==> config.mk <==
export PLATFORM = sky130hd
export DESIGN_NAME = ex_div_ctrl
export DESIGN_NICKNAME = d
export VERILOG_FILES = /design/src/rtl/ex_div_ctrl_pkg.sv /design/src/rtl/ex_div_ctrl_div_step.sv /design/src/rtl/ex_div_ctrl.sv
export SDC_FILE = /design/constraint.sdc
export NUM_CORES = 1
export LEC_CHECK = 0
export ABC_AREA = 1
export CAP_MARGIN = 20
export CORE_MARGIN = 2
export CORE_UTILIZATION = 60
export CTS_BUF_LIST = sky130_fd_sc_hd__clkbuf_8
export CTS_CLUSTER_DIAMETER = 120
export CTS_CLUSTER_SIZE = 30
export DETAILED_ROUTE_END_ITERATION = 12
export GPL_TIMING_DRIVEN = 1
export PLACE_DENSITY = 0.86
export SKIP_CTS_REPAIR_TIMING = 1
export SLEW_MARGIN = 20
export SYNTH_ARGS = -nofsm -noshare
export SYNTH_HDL_FRONTEND = slang
export SYNTH_HIERARCHICAL = 1
export SYNTH_SLANG_ARGS = --single-unit
export TNS_END_PERCENT = 10
==> constraint.sdc <==
create_clock -name clk -period 6.3 [get_ports clk]
set_clock_uncertainty 0.15 [all_clocks]
set_input_delay 1.26 -clock clk [delete_from_list [all_inputs] [get_ports clk]]
set_output_delay 1.26 -clock clk [all_outputs]
set_load 0.05 [all_outputs]
==> src/rtl/ex_div_ctrl_pkg.sv <==
// ============================================================================
// Module  : ex_div_ctrl_pkg
// Brief   : Shared divider state codes, handshake levels and bus widths.
// Rev     : 1.0
// ============================================================================
`default_nettype none

package ex_div_ctrl_pkg;

    localparam int DivDW      = 32;
    localparam int DivResultW = 2 * DivDW;
    localparam int StallW     = 6;

    localparam logic Stop   = 1'b1;
    localparam logic NoStop = 1'b0;

    localparam logic [1:0] DivFree   = 2'b00;
    localparam logic [1:0] DivByZero = 2'b01;
    localparam logic [1:0] DivOn     = 2'b10;
    localparam logic [1:0] DivEnd    = 2'b11;

    localparam logic DivResultReady    = 1'b1;
    localparam logic DivResultNotReady = 1'b0;

    localparam logic DivStart = 1'b1;
    localparam logic DivStop  = 1'b0;

    typedef logic [1:0] div_state_t;

endpackage

`default_nettype wire

==> src/rtl/ex_div_ctrl_div_step.sv <==
// ============================================================================
// Module  : div_step
// Brief   : One radix-2 restoring iteration: shift, trial-subtract, restore.
// Rev     : 1.0
// ============================================================================
`default_nettype none

module div_step
    import ex_div_ctrl_pkg::*;
#(
    parameter int DW = DivDW
) (
    input  logic [2*DW:0] work_i,
    input  logic [DW-1:0] divisor_i,
    output logic [2*DW:0] work_o,
    output logic          qbit_o
);

    logic [2*DW:0] w_shift;
    logic [DW+1:0] w_diff;

    assign w_shift = {work_i[2*DW-1:0], 1'b0};
    // One extra bit of headroom so the borrow shows up as the sign bit.
    assign w_diff  = {1'b0, w_shift[2*DW:DW]} - {2'b00, divisor_i};
    assign qbit_o  = ~w_diff[DW+1];
    assign work_o  = qbit_o ? {w_diff[DW:0], w_shift[DW-1:1], 1'b1} : w_shift;

endmodule

`default_nettype wire

==> src/rtl/ex_div_ctrl.sv <==
// ============================================================================
// Module  : ex_div_ctrl
// Brief   : Multi-cycle signed/unsigned divider controller for the EX stage.
// Rev     : 1.0
// ============================================================================
`default_nettype none

module ex_div_ctrl
    import ex_div_ctrl_pkg::*;
#(
    parameter int DW = DivDW
) (
    input  logic            clk,
    input  logic            resetn,
    input  logic            start,
    input  logic            div_signed,
    input  logic [DW-1:0]   opdata1,
    input  logic [DW-1:0]   opdata2,
    input  logic            annul,
    output logic [2*DW-1:0] result,
    output logic            ready,
    output logic            stall_req
);

    localparam int            CW      = $clog2(DW) + 1;
    localparam logic [CW-1:0] CntLast = CW'(DW);

    div_state_t      state_q, state_d;
    logic [CW-1:0]   cnt_q, cnt_d;
    logic [2*DW:0]   work_q, work_d;
    logic [DW-1:0]   divisor_q, divisor_d;
    logic            signed_q, signed_d;
    logic            rem_neg_q, rem_neg_d;
    logic            quo_neg_q, quo_neg_d;
    logic [2*DW-1:0] result_q, result_d;
    logic            ready_q, ready_d;

    logic [2*DW:0]   step_work;
    logic            step_qbit;
    logic [DW-1:0]   abs1, abs2, quo_fix, rem_fix;

    div_step #(.DW(DW)) u_div_step (
        .work_i    (work_q),
        .divisor_i (divisor_q),
        .work_o    (step_work),
        .qbit_o    (step_qbit)
    );

    assign abs1 = (div_signed && opdata1[DW-1]) ? (~opdata1 + 1'b1) : opdata1;
    assign abs2 = (div_signed && opdata2[DW-1]) ? (~opdata2 + 1'b1) : opdata2;

    // Quotient sign is the XOR of operand signs; remainder follows the dividend.
    assign quo_fix = (signed_q && quo_neg_q) ? (~work_q[DW-1:0] + 1'b1) : work_q[DW-1:0];
    assign rem_fix = (signed_q && rem_neg_q) ? (~work_q[2*DW-1:DW] + 1'b1) : work_q[2*DW-1:DW];

    always_comb begin
        state_d   = state_q;
        cnt_d     = cnt_q;
        work_d    = work_q;
        divisor_d = divisor_q;
        signed_d  = signed_q;
        rem_neg_d = rem_neg_q;
        quo_neg_d = quo_neg_q;
        result_d  = '0;
        ready_d   = DivResultNotReady;
        case (state_q)
            DivFree: begin
                if (!annul && start == DivStart) begin
                    if (opdata2 == '0) begin
                        state_d = DivByZero;
                    end else begin
                        state_d   = DivOn;
                        work_d    = {{(DW+1){1'b0}}, abs1};
                        divisor_d = abs2;
                        signed_d  = div_signed;
                        rem_neg_d = opdata1[DW-1];
                        quo_neg_d = opdata1[DW-1] ^ opdata2[DW-1];
                        cnt_d     = '0;
                    end
                end
            end
            DivByZero: begin
                if (annul) begin
                    state_d = DivFree;
                end else begin
                    state_d = DivEnd;
                    ready_d = DivResultReady;
                end
            end
            DivOn: begin
                if (annul) begin
                    state_d = DivFree;
                end else if (cnt_q == CntLast) begin
                    state_d  = DivEnd;
                    ready_d  = DivResultReady;
                    result_d = {rem_fix, quo_fix};
                end else begin
                    work_d = step_work;
                    cnt_d  = cnt_q + 1'b1;
                end
            end
            default: begin
                if (annul || start == DivStop) begin
                    state_d = DivFree;
                end else begin
                    ready_d  = DivResultReady;
                    result_d = result_q;
                end
            end
        endcase
    end

    always_ff @(posedge clk or negedge resetn) begin
        if (!resetn) begin
            state_q   <= DivFree;
            cnt_q     <= '0;
            work_q    <= '0;
            divisor_q <= '0;
            signed_q  <= 1'b0;
            rem_neg_q <= 1'b0;
            quo_neg_q <= 1'b0;
            result_q  <= '0;
            ready_q   <= DivResultNotReady;
        end else begin
            state_q   <= state_d;
            cnt_q     <= cnt_d;
            work_q    <= work_d;
            divisor_q <= divisor_d;
            signed_q  <= signed_d;
            rem_neg_q <= rem_neg_d;
            quo_neg_q <= quo_neg_d;
            result_q  <= result_d;
            ready_q   <= ready_d;
        end
    end

    assign result    = result_q;
    assign ready     = ready_q;
    // Reset gating keeps the pipeline from seeing a stall while the divider is held in reset.
    assign stall_req = (resetn && start && !ready_q && !annul) ? Stop : NoStop;

endmodule

`default_nettype wire
==> summary.md, run 1 <==
| Metric | Value |
|---|---|
| Share of post-route cells with drive strength above 1 | 0.0468 |
| Gr usage total | 0.308 |
| GRT busiest layer | met1 |
| Port bufs | about 130 |
| Crit path cell chain | clkdlybuf4s50_1, inv_1, nand2_1, inv_1, nand2_1, nor2_1, clkdlybuf4s50_1 |
| RSZ-0062 raised after global routing | no |
| Final worst path period share | 0.704 |
| Placed cells | 2590 |
| Static leakage | roughly 8 nW |
| Gpl congestion | between 0.9 and 1 |
| First-pass GRT wire length | between 60000 and 70000 µm |
| DPL Wire Length | a little under 30000 µm |
| CP Capture Type | primary output |
| CP max stage delay | between 0.8 and 0.9 ns |
| Die area | ~25000 µm² |
| Status | complete, no violations |
| Longest Clk Path Bufs | 2 |
| M2 GR Usage | 0.447 |
| Nets | 2408 |
| Final Hold Fails | 0 |
| Max_cap viols | 0 |
| Wirelength per Cell | around 14 µm |
| Iteration-0 DRC Markers | ~1400 |
| Hold Crit Class | flip-flop to flip-flop |
| Worst VDD drop | 0.276 mV |
| Mapped Area | approximately 14000 µm² |
| DRC errors left | 0 |
| H-tree Lvls | 4 |
| Initial Util | 0.616 |
| Total grt overflow | 0 |
| CP Max Fanout | 5 |
| CTS clk-pin slew, worst paths | approximately 0.11 ns |
| Syn avg cell area | around 6.3 µm² |
| Syn_nets | ~2300 |
| Final wirelength | between 30000 and 40000 µm |
| Met3 usage | 0.0443 |
| Root buffer cell | clkbuf_8 |
| Slowest cell on crit path | clkdlybuf4s50_1 |
| Final Util | 0.684 |
| Die X | ~160 µm |
| Fmax achieved | 0.226 GHz |
| Area Overhead vs Synth | 11.1% |
| Pin count of the biggest net entering global routing | between 70 and 80 |
| Ports | between 100 and 150 |
| CP top delay family | buffers and inverters |
| Antenna violations before repair | 0 |
| Met1 usage | 0.482 |
| Clock sinks | about 170 |
| Synth warn | 6 |
| Worst-margin pin slew | between 1 and 1.5 ns |
| Worst Path Buf+Inv | 4 |
| Layout fillers | 2062 |
| First-pass iteration count of the detailed router | 6 |
| Vias per cell | between 5 and 6 |
| Vias in the first global route | between 10000 and 15000 |
| Setup CP Type | input port to primary output |
| Skew-Pair Late Insertion Delay | ~0.49 ns |
| Post-DRT Antenna Nets | 0 |
| CORE AREA | 22800 µm² |
| Worst path required time | roughly 4.9 ns |
| Critical Path AT | just over 3 ns |
| Max-slew headroom | 0.315 |
| Via count | between 10000 and 15000 |
| Setup violations, final | 0 |
| Post-Layout Cell Count | 2622 |
| Total negative slack | 0 ns |
| Die H | about 160 µm |
| Synth Instances | 2234 |
| Total power divided by cell area | between 500 and 600 nW/µm² |
| Min cycle time layout | between 4 and 5 ns |
| Pwr Total | 7.95 mW |
| CP Launch Type | input port |
| Max-slew violations | 0 |
| Diodes inserted | 0 |
| Clock buffer count from CTS | 17 |
| CTS tree | yes |
| Row count | between 50 and 60 |
## power by group
part / switching, mW / internal, mW / leakage (nW)
combinational: 3.62 / 1.70 / 5.56
sequential: 0.433 / 1.42 / 2.29
clock: 0.477 / 0.306 / 0.202
## path summary, 6_finish.rpt
path / start / end / slack, ns / cells after the start
worst max-delay path: annul / stall_req / 1.87 / 7
worst max register to register: state_q[0]$_DFFE_PN0P_ / work_q[24]$_DFFE_PN0P_ / 3.00 / 7
worst min register to register: rem_neg_q$_DFFE_PN0P_ / rem_neg_q$_DFFE_PN0P_ / 0.34 / 2
worst min-delay path: rem_neg_q$_DFFE_PN0P_ / rem_neg_q$_DFFE_PN0P_ / 0.34 / 2
max in group asynchronous: resetn / work_q[55]$_DFFE_PN0P_ / 4.28 / 2
min in group asynchronous: resetn / divisor_q[2]$_DFFE_PN0P_ / 0.47 / 1
## final cells by class
type / count / area (µm²) / area share
timing repair buffer: 141 / 1410 / 0.0903
inverter: 283 / 1060 / 0.0681
clock buffer: 18 / 248 / 0.0159
multi-input combinational: 1681 / 8030 / 0.515
tap: 313 / 392 / 0.0251
sequential: 172 / 4300 / 0.276
clock inverter: 14 / 149 / 0.00955
## registers in the layout (all words and copies together) (netlist names)
signal	flops
ready	1
rem_neg_q	1
cnt_q	6
work_q	64
quo_neg_q	1
state_q	2
divisor_q	32
result	64
signed_q	1
## worst min-delay path, cell delays in order, from the launching register on
cell and delay, ns:
dfrtp_1 0.36, nand2_1 0.06, nand2_1 0.05
## placed cells by master, fill, tap and decap left out, drive strengths merged
master / instances
a21oi: 45
or2: 17
buf: 8
o21ai: 183
xor2: 52
inv: 287
o31ai: 2
nand3b: 11
dfrtp: 172
nor3: 18
and3: 1
nor2: 219
nand4: 31
nand2: 823
clkdlybuf4s50: 133
nand3: 199
a31o: 1
nor4: 1
ha: 42
fa: 1
a31oi: 5
and2: 11
clkbuf: 18
a22o: 2
clkinv: 10
o21bai: 5
xnor2: 11
a21o: 1
## routing by layer
layer / vias to the layer above / routed length, µm
li1: 7119 / -
met1: 6300 / 18400
met2: 580 / 15300
met3: 35 / 3170
met4: 0 / 418
met5: - / 0
## stage by stage
step | cell area, µm² | worst slack [ns] | hold slack, ns
3_5_place_dp | 15200 | 1.88 | 0.311
5_1_grt | 15600 | 1.76 | 0.357
4_1_cts | 15600 | 1.86 | 0.339
6_report | 15600 | 1.87 | 0.337
2_1_floorplan | 14000 | 2.63 | 0.292
3_3_place_gp | 15200 | 1.91 | 0.308
Note: power is estimated with default switching activity, not from simulation.
==> inputs of run 2 (changes only) <==
Clock period 6.3 ns to 4.3 ns, I/O delays scaled along.
==> run 2 against run 1 <==
Power rose by 47%. Die area did not move. Core utilization rose by 0.34 points. First-iteration DRC count fell by 15%. Final cell count rose by 0.23%. Non-clock buffer count rose by 6. Clock power rose by 61%. Register-to-register slack got worse by 1.7 ns. Hold slack got worse by 0.089 ns. Sequential share of layout area fell by 0.14 points. Design area rose by 0.50%. Global-route usage rose by 0.42 points.
==> summary.md, run 2 (synthesis gave the netlist of run 1 again) <==
| Metric | Value |
|---|---|
| Status | complete, no violations |
| Commonest non-fill, non-tap cells in the layout | nand2_1 (813), inv_1 (274), nor2_1 (205), nand3_1 (184), dfrtp_1 (172) |
| WL met3 | 3010 µm (-4.9%) |
| Vias per cell | 5.29 (-1.1%) |
| CP Capture Type | primary output |
| Final Hold Fails | 0 (unchanged) |
| Clock buffer count from CTS | 17 (unchanged) |
| CP max stage delay | 0.81 ns (about the same) |
| Max-slew violations | 0 (unchanged) |
| Setup CP Type | input port to primary output |
| Crit path cell chain | clkdlybuf4s50_1, inv_1, nand2_1, inv_1, nand2_1, nor2_1, clkdlybuf4s50_1 |
| NetSw | 6.63 mW (+46%) |
| CP Launch Type | input port |
| Total stage count of the critical path | 7 (unchanged) |
| Critical Path AT | 2.61 ns (-0.41 ns) |
| R2r startpoint | work_q[54]$_DFFE_PN0P_ |
| Initial Util | 0.616 (unchanged) |
| Longest Clk Path Bufs | 2 (unchanged) |
| Clock power share | 0.108 (+0.010) |
| CORE AREA | 22800 µm² (unchanged) |
| Uppermost layer routed | met4 |
| Total grt overflow | 0 (unchanged) |
| DPL Wire Length | 29200 µm (+0.44%) |
| DRC errors left | 0 (unchanged) |
| Logic pwr share | 0.660 (-0.009) |
| Ports | 135 (unchanged) |
| Antenna violations before repair | 0 (unchanged) |
| Slowest cell on crit path | clkdlybuf4s50_1 |
| Nets | 2414 (+0.25%) |
| Placed cells | 2596 (+0.23%) |
| Via count | 13900 (-0.88%) |
| Die H | 157 µm (unchanged) |
| Skew-Pair Late Insertion Delay | 0.48 ns (about the same) |
| Setup violations, final | 0 (unchanged) |
| Wirelength per Cell | 14.2 µm (about the same) |
| Share of post-route cells with drive strength above 1 | 0.0492 (+0.00247) |
| Area Overhead vs Synth | 11.7% |
| First-pass GRT wire length | 61500 µm (+0.94%) |
| Post-Layout Cell Count | 2628 (+0.23%) |
| Min cycle time layout | 3.62 ns |
| R2R Path End | work_q[50]$_DFFE_PN0P_ |
| Static leakage | 8.09 nW (+0.51%) |
| CTS clk-pin slew, worst paths | 0.11 ns (about the same) |
| Max-slew headroom | 0.319 (+0.00310) |
| CP top delay family | buffers and inverters |
| Worst path required time | 3.29 ns (-1.60 ns) |
| RSZ-0062 raised after global routing | no |
| Layout fillers | 2061 (-0.048%) |
| Pin count of the biggest net entering global routing | 87 (+10%) |
| Final worst path period share | 0.843 |
| First-pass iteration count of the detailed router | 5 (-1) |
| Setup slack, reg-to-reg | 1.32 ns (-1.68 ns) |
| Total power divided by cell area | 748 nW/µm² (+47%) |
| Dpl cell area | 15200 µm² (+0.21%) |
| Pint | 5.08 mW (+49%) |
| CTS tree | yes |
| Iteration-0 DRC Markers | 1166 (-15%) |
| Final Instance Area | 15700 µm² (+0.50%) |
| Worst Path Buf+Inv | 4 (unchanged) |
| Register area | 4300 µm² (unchanged) |
| Multi-input logic area | 8030 µm² (unchanged) |
| Clock sinks | 172 (unchanged) |
| Sequential power share | 0.232 (about the same) |
| WL met2 | 15400 µm (+0.82%) |
| Diodes inserted | 0 (unchanged) |
| H-tree Lvls | 4 (unchanged) |
| Row count | 55 (unchanged) |
| CP Max Fanout | 5 (unchanged) |
| Root buffer cell | clkbuf_8 |
| Fmax achieved | between 0.2 and 0.3 GHz |
| Sw Share | 0.566 (-0.00351) |
| Max_cap viols | 0 (unchanged) |
| Worst-margin pin slew | 1.02 ns (-0.00944 ns) |
| Met1 wire length | 18400 µm (-0.26%) |
| Gpl congestion | 0.966 (+2.5%) |
| Most common cell after layout, fill and taps aside | nand2_1 |
| Hold Crit Class | input port to asynchronous set/reset pin |
| Total negative slack | 0 ns (unchanged) |
| Vias in the first global route | 12600 (+2.6%) |
| Port bufs | 134 (unchanged) |
| Register-to-Register Path Depth | 11 (+4) |
| Post-DRT Antenna Nets | 0 (unchanged) |
| Worst VDD drop | 0.633 mV (+130%) |
| Final wirelength | 37400 µm (+0.31%) |
| Die X | 157 µm (unchanged) |
| Gr usage total | 0.312 (+0.00417) |
| Die area | 24600 µm² (unchanged) |
## run 2: how the worst max path moves through the flow
stage / start / endpoint / slack (ns)
after CTS: annul / stall_req / 0.68
after detailed placement: annul / stall_req / 0.69
after global placement: annul / stall_req / 0.71
after global routing: annul / stall_req / 0.60
after floorplan: annul / stall_req / 1.43
final: annul / stall_req / 0.68
## run 2: cell type report
class	count	share of cell area
Clock inverter	15	0.0133
Inverter	283	0.0678
Multi-Input combinational cell	1681	0.512
Timing Repair Buffer	147	0.0919
Sequential cell	172	0.275
Tap cell	313	0.0250
Clock buffer	17	0.0149
## run 2: worst register-to-register path, stage by stage (launching register included)
cell and delay, ns:
dfrtp_1 0.50, ha_1 0.45, nand2_1 0.16, nor2_2 0.22, nand2_1 0.12, nor2_1 0.20, nand2_4 0.27, nand2_8 0.35
nand3_1 0.19, nand2_1 0.10, nand2_1 0.05, o21ai_0 0.17
## run 2: metrics by stage
step	setup WS [ns]	total power, mW	hold WS, ns	utilization
finish	0.675	11.7	0.248	0.688
global route	0.596	13.0	0.270	0.688
CTS	0.679	11.6	0.257	0.688
detailed placement	0.693	10.3	0.315	0.668
global placement	0.706	10.1	0.312	0.668
floorplan	1.43	8.92	0.292	-
## run 2: power by group through the flow
stage	Combinational (mW)	Clock, mW	Sequential [mW]
CTS	7.63	1.27	2.68
floorplan	6.45	0	2.47
global placement	7.42	0	2.68
global route	8.86	1.34	2.77
detailed placement	7.59	0	2.71
finish	7.74	1.26	2.72
## run 2: layer usage
layer  track usage  vias up
li1              -     7124
met4        0.0791        0
met1         0.470     6245
met5             0        -
met3        0.0540       40
met2         0.464      501
